**config.mk**
```make
export PLATFORM = sky130hd
export DESIGN_NAME = bcd_seven_seg_driver
export DESIGN_NICKNAME = d
export VERILOG_FILES = /design/src/rtl/bcd_seven_seg_driver.sv
export SDC_FILE = /design/constraint.sdc
export NUM_CORES = 1
export LEC_CHECK = 0
export CAP_MARGIN = 20
export CORE_MARGIN = 3
export CORE_UTILIZATION = 55
export CTS_CLUSTER_SIZE = 12
export DETAILED_ROUTE_END_ITERATION = 10
export PLACE_DENSITY = 0.84
export SETUP_SLACK_MARGIN = 0.2
export SYNTH_ARGS = -nofsm -noshare
export SYNTH_HDL_FRONTEND = slang
export SYNTH_SLANG_ARGS = --single-unit
```
**constraint.sdc**
```tcl
create_clock -name CLK -period 2.6 [get_ports CLK]
set_clock_uncertainty 0.15 [all_clocks]
set_input_delay 0.26 -clock CLK [delete_from_list [all_inputs] [get_ports CLK]]
set_output_delay 0.26 -clock CLK [all_outputs]
set_load 0.03 [all_outputs]
```
**src/rtl/bcd_seven_seg_driver.sv**
```systemverilog
// bcd_seven_seg_driver: converts a 10-bit unsigned value to four active-low
// 7-segment digits with a serial shift-and-add-3 (double-dabble) engine.
// A new conversion starts whenever VALUE differs from the value last shown.
// Latency: 12 rising edges from the capture edge, inclusive (capture, 10
// conversion steps, then the HEX load). HEX outputs hold their old value until
// the load edge. VALUE is sampled only in IDLE.
// Ports:
//   CLK, RST_N          clock, asynchronous active-low reset
//   VALUE[9:0]          unsigned value to display (0..1023)
//   HEX0..HEX3[7:0]     ones..thousands digit, active-low {DP,g,f,e,d,c,b,a}
//   BUSY                high while a conversion is in flight (CONVERT/LOAD)
module bcd_seven_seg_driver #(
  parameter bit BLANK_LEADING = 1'b1
) (
  input  logic       CLK,
  input  logic       RST_N,
  input  logic [9:0] VALUE,
  output logic [7:0] HEX0,
  output logic [7:0] HEX1,
  output logic [7:0] HEX2,
  output logic [7:0] HEX3,
  output logic       BUSY
);

  typedef enum logic [1:0] {
    S_IDLE    = 2'd0,
    S_CONVERT = 2'd1,
    S_LOAD    = 2'd2
  } state_t;

  localparam logic [7:0] SEG_BLANK = 8'hFF;

  state_t      state, state_n;
  logic [9:0]  shift_reg, shift_reg_n;
  logic [15:0] bcd, bcd_n;
  logic [3:0]  cnt, cnt_n;
  logic [9:0]  last, last_n;
  logic [9:0]  captured, captured_n;
  logic        shown_valid, shown_valid_n;
  logic [7:0]  hex0_q, hex1_q, hex2_q, hex3_q;
  logic [7:0]  hex0_n, hex1_n, hex2_n, hex3_n;

  // Active-low segment code for one BCD nibble; codes 10..15 cannot occur
  // after a full conversion and are shown as blank.
  function automatic logic [7:0] seg_code(input logic [3:0] d);
    logic [7:0] s;
    case (d)
      4'd0:    s = 8'hC0;
      4'd1:    s = 8'hF9;
      4'd2:    s = 8'hA4;
      4'd3:    s = 8'hB0;
      4'd4:    s = 8'h99;
      4'd5:    s = 8'h92;
      4'd6:    s = 8'h82;
      4'd7:    s = 8'hF8;
      4'd8:    s = 8'h80;
      4'd9:    s = 8'h90;
      default: s = SEG_BLANK;
    endcase
    return s;
  endfunction

  // Pre-shift correction: any nibble >= 5 gets +3 so the following doubling
  // carries correctly into the next decimal digit.
  function automatic logic [15:0] add3(input logic [15:0] b);
    logic [15:0] r;
    for (int i = 0; i < 4; i++) begin
      r[i*4 +: 4] = (b[i*4 +: 4] >= 4'd5) ? b[i*4 +: 4] + 4'd3 : b[i*4 +: 4];
    end
    return r;
  endfunction

  // Leading-zero detection on the finished BCD result.
  logic blank3, blank2, blank1;
  assign blank3 = BLANK_LEADING && (bcd[15:12] == 4'd0);
  assign blank2 = blank3 && (bcd[11:8] == 4'd0);
  assign blank1 = blank2 && (bcd[7:4] == 4'd0);

  always_ff @(posedge CLK or negedge RST_N) begin
    if (!RST_N) begin
      state       <= S_IDLE;
      shift_reg   <= '0;
      bcd         <= '0;
      cnt         <= '0;
      last        <= '0;
      captured    <= '0;
      shown_valid <= 1'b0;
      hex0_q      <= SEG_BLANK;
      hex1_q      <= SEG_BLANK;
      hex2_q      <= SEG_BLANK;
      hex3_q      <= SEG_BLANK;
    end else begin
      state       <= state_n;
      shift_reg   <= shift_reg_n;
      bcd         <= bcd_n;
      cnt         <= cnt_n;
      last        <= last_n;
      captured    <= captured_n;
      shown_valid <= shown_valid_n;
      hex0_q      <= hex0_n;
      hex1_q      <= hex1_n;
      hex2_q      <= hex2_n;
      hex3_q      <= hex3_n;
    end
  end

  always_comb begin
    state_n       = state;
    shift_reg_n   = shift_reg;
    bcd_n         = bcd;
    cnt_n         = cnt;
    last_n        = last;
    captured_n    = captured;
    shown_valid_n = shown_valid;
    hex0_n        = hex0_q;
    hex1_n        = hex1_q;
    hex2_n        = hex2_q;
    hex3_n        = hex3_q;

    case (state)
      S_IDLE: begin
        if ((VALUE != last) || !shown_valid) begin
          shift_reg_n = VALUE;
          captured_n  = VALUE;
          bcd_n       = '0;
          cnt_n       = '0;
          state_n     = S_CONVERT;
        end
      end

      S_CONVERT: begin
        {bcd_n, shift_reg_n} = {add3(bcd), shift_reg} << 1;
        cnt_n = cnt + 4'd1;
        if (cnt == 4'd9) begin
          state_n = S_LOAD;
        end
      end

      S_LOAD: begin
        hex0_n        = seg_code(bcd[3:0]);
        hex1_n        = blank1 ? SEG_BLANK : seg_code(bcd[7:4]);
        hex2_n        = blank2 ? SEG_BLANK : seg_code(bcd[11:8]);
        hex3_n        = blank3 ? SEG_BLANK : seg_code(bcd[15:12]);
        last_n        = captured;
        shown_valid_n = 1'b1;
        state_n       = S_IDLE;
      end

      default: begin
        state_n = S_IDLE;
      end
    endcase
  end

  assign HEX0 = hex0_q;
  assign HEX1 = hex1_q;
  assign HEX2 = hex2_q;
  assign HEX3 = hex3_q;
  assign BUSY = (state != S_IDLE);

endmodule

```
==> impl_metrics.tcl <==
set metrics [dict create \
    rsz0062_at_grt "no" \
    cp-start-kind "register" \
    htree_levels 3 \
    drive_gt1_share_pct 15.45 \
    synth_cell_types 43 \
    antenna_found_initial 0 \
    core_region_area_mm2 0.007486 \
    synth_top_area_share_pct 30.33 \
    setup_violations 0 \
    ir_drop_mv 0.5188 \
    syn-cell-area_mm2 0.004373 \
    slew_headroom_pct 34.93 \
    cts_resized 0 \
    worstMarginPinSlew_ns 0.9761 \
    clk_pin_slew_ns 0.08 \
    regMostFlops "bcd" \
    clkLatencyLatePin_ns 0.36 \
    ys_seq_area_share_pct 47.15 \
    required_ns 2.66 \
    yosys_warnings 0 \
    fmax_mhz 449.1 \
    grt_max_degree 82 \
    yosysTopAreaCell "dfrtp_1" \
    post-route-min-period_ns 2.227 \
    hold_viol 0 \
    fin_crit_sh_pct 85.65 \
    maxSlewViolCount 0 \
    pin_count 45 \
    post-route-drc-count 0 \
    crit_fanout 21 \
    cts_tree "built" \
    largest_reg_flops 16 \
    numCtsBuffers 9 \
    setup.worst_path.end_class "register" \
    avgSynthCellArea_um2 10.01 \
    hp-class "register to register" \
    wl_met3_um 471 \
    wl_met2_um 4330 \
    routed_wl_um 8795 \
    cp_data_arrival_time_ns 2.29 \
    power_frac_comb_pct 47.5 \
    met1Wirelength_um 3763 \
    die_w_um 95.17 \
    grt_pass1_vias 3274 \
    vias 3334 \
    synthArstFlopShare_pct 100.0 \
    antenna_cells 0 \
    pwr-share-seq_pct 35.8 \
    topRoutingLayerUsed "met4" \
    setup_tns_ns 0 \
    gp_congestion 0.8829 \
    avgRoutedWirePerCell_um 15.22 \
    grtUsageTotal_pct 21.42 \
    rows 31 \
    firstDrtPassIters 4 \
    status "completed" \
    initialDrtViolationCount 151 \
    hpwl_um 5980 \
    nets 511 \
    root_buffer "clkbuf_8" \
    die_h_um 95.17 \
    synth_edf_count 0 \
    clockPowerShare_pct 16.6 \
    max_cap_viol_count 0 \
    ys_seq_elements 81 \
    internal_power_mw 4.335 \
    initial_utilization_pct 58.42 \
    p_per_area_mw_per_mm2 1412 \
    synth_cells 437 \
    sw_frac_of_total_pct 40.12 \
    synth_ff_type "dfrtp_1" \
    die-area_mm2 0.009056 \
    fin_util_pct 68.49 \
    crit_type "register to register" \
    final_cell_mix "nand2_1 (69), dfrtp_1 (53), clkdlybuf4s50_1 (39), dfstp_2 (28), ha_1 (25)" \
    final_common_cell "nand2_1" \
    io_buffers 40 \
    hold_ws_ns 0.3178 \
    syn2layout_area_growth_pct 17.25 \
    gr-total-overflow 0 \
    cellLeakagePower_nw 2.215 \
    synthTopCellsByArea "dfrtp_1 (30%), dfstp_2 (17%), ha_1 (7.2%)" \
    viasPerCell 5.768 \
    ant_nets 0 \
    cts_sinks 81 \
    grt_pass1_wl_um 15210 \
    p_sw_mw 2.904 \
    clk_path_buf_depth 2 \
]
final cells by class:
cell class                 instances  area (um^2)
tap                               99        123.9
timing repair buffer              54        505.5
fill                             551         2359
sequential                        81         2062
clock inverter                     7        142.6
inverter                          17        63.81
multi-input combinational        311         2106
clock buffer                       9        123.9
synth_stat cells (all sizes together), types with 4 or more instances:
cell type and number:
ha 25, mux2i 5, inv 17, nand2 69, buf 14, dfrtp 53, o22a 15, a22o 9
dfstp 28, and2 4, nor2 17, nand2b 11, o22ai 13, nor2b 13, nor3 8, xnor2 15
and3 4, o21ai 19, o31ai 8, clkbuf 17, a221o 10, a21oi 19, mux2 13
power groups by stage:
stage,clock (mW),sequential [mW],combinational (mW)
2_1_floorplan,0,2.81,2.25
3_3_place_gp,0,2.57,3.31
3_5_place_dp,0,2.61,3.41
4_1_cts,1.22,2.59,3.46
5_1_grt,1.28,2.69,3.83
6_report,1.21,2.59,3.44
layer usage:
layer | vias to the layer above | track usage (%)
li1 | 1604 | -
met1 | 1604 | 27.77
met2 | 107 | 35.28
met3 | 19 | 3.315
met4 | 0 | 9.856
met5 | - | 0
path summary, 6_finish.rpt:
check / start / to / slack [ns] / depth (start not counted)
hold / removal: captured[2] / last[2] / 0.32 / 2
min in group asynchronous: RST_N / bcd[1] / 0.46 / 2
setup / recovery: state[1] / bcd[13] / 0.37 / 4
setup reg to reg: state[1] / bcd[13] / 0.37 / 4
hold reg to reg: captured[2] / last[2] / 0.32 / 2
max in group asynchronous: RST_N / shift_reg[8] / 1.21 / 2
metrics by stage:
step	setup WS (ns)	power [mW]	instance area, um^2	cells
floorplan	0.8073	5.063	4384	440
global placement	0.1464	5.886	4851	561
detailed placement	0.04246	6.023	4851	561
CTS	0.3928	7.268	5127	578
global route	0.2108	7.793	5127	578
finish	0.3731	7.239	5127	578
worst max-delay path: stages (launching register included):
cell and delay (ns):
dfrtp_1 0.45, nor2_1 0.21, o31a_1 0.77, buf_4 0.38
o22ai_1 0.12
timing repair:
| action | CTS | global route |
|---|---|---|
| endpoints found under the hold margin | 53 | 0 |
| setup buffers | 0 | 0 |
| hold buffers | 1 | 0 |
cells by family after synthesis:
logic type,Yosys count,synth area share (%)
DFF,81,47.15
xor gates and xnor gates,17,3.405
and+or+nand+nor,135,14.13
adders and majority gates,25,7.153
AOI/OAI and AO/OA,112,18.57
other,1,0.08575
buffers and inverters,48,5.007
muxes,18,4.492
Power figures use the tool's default switching activity.
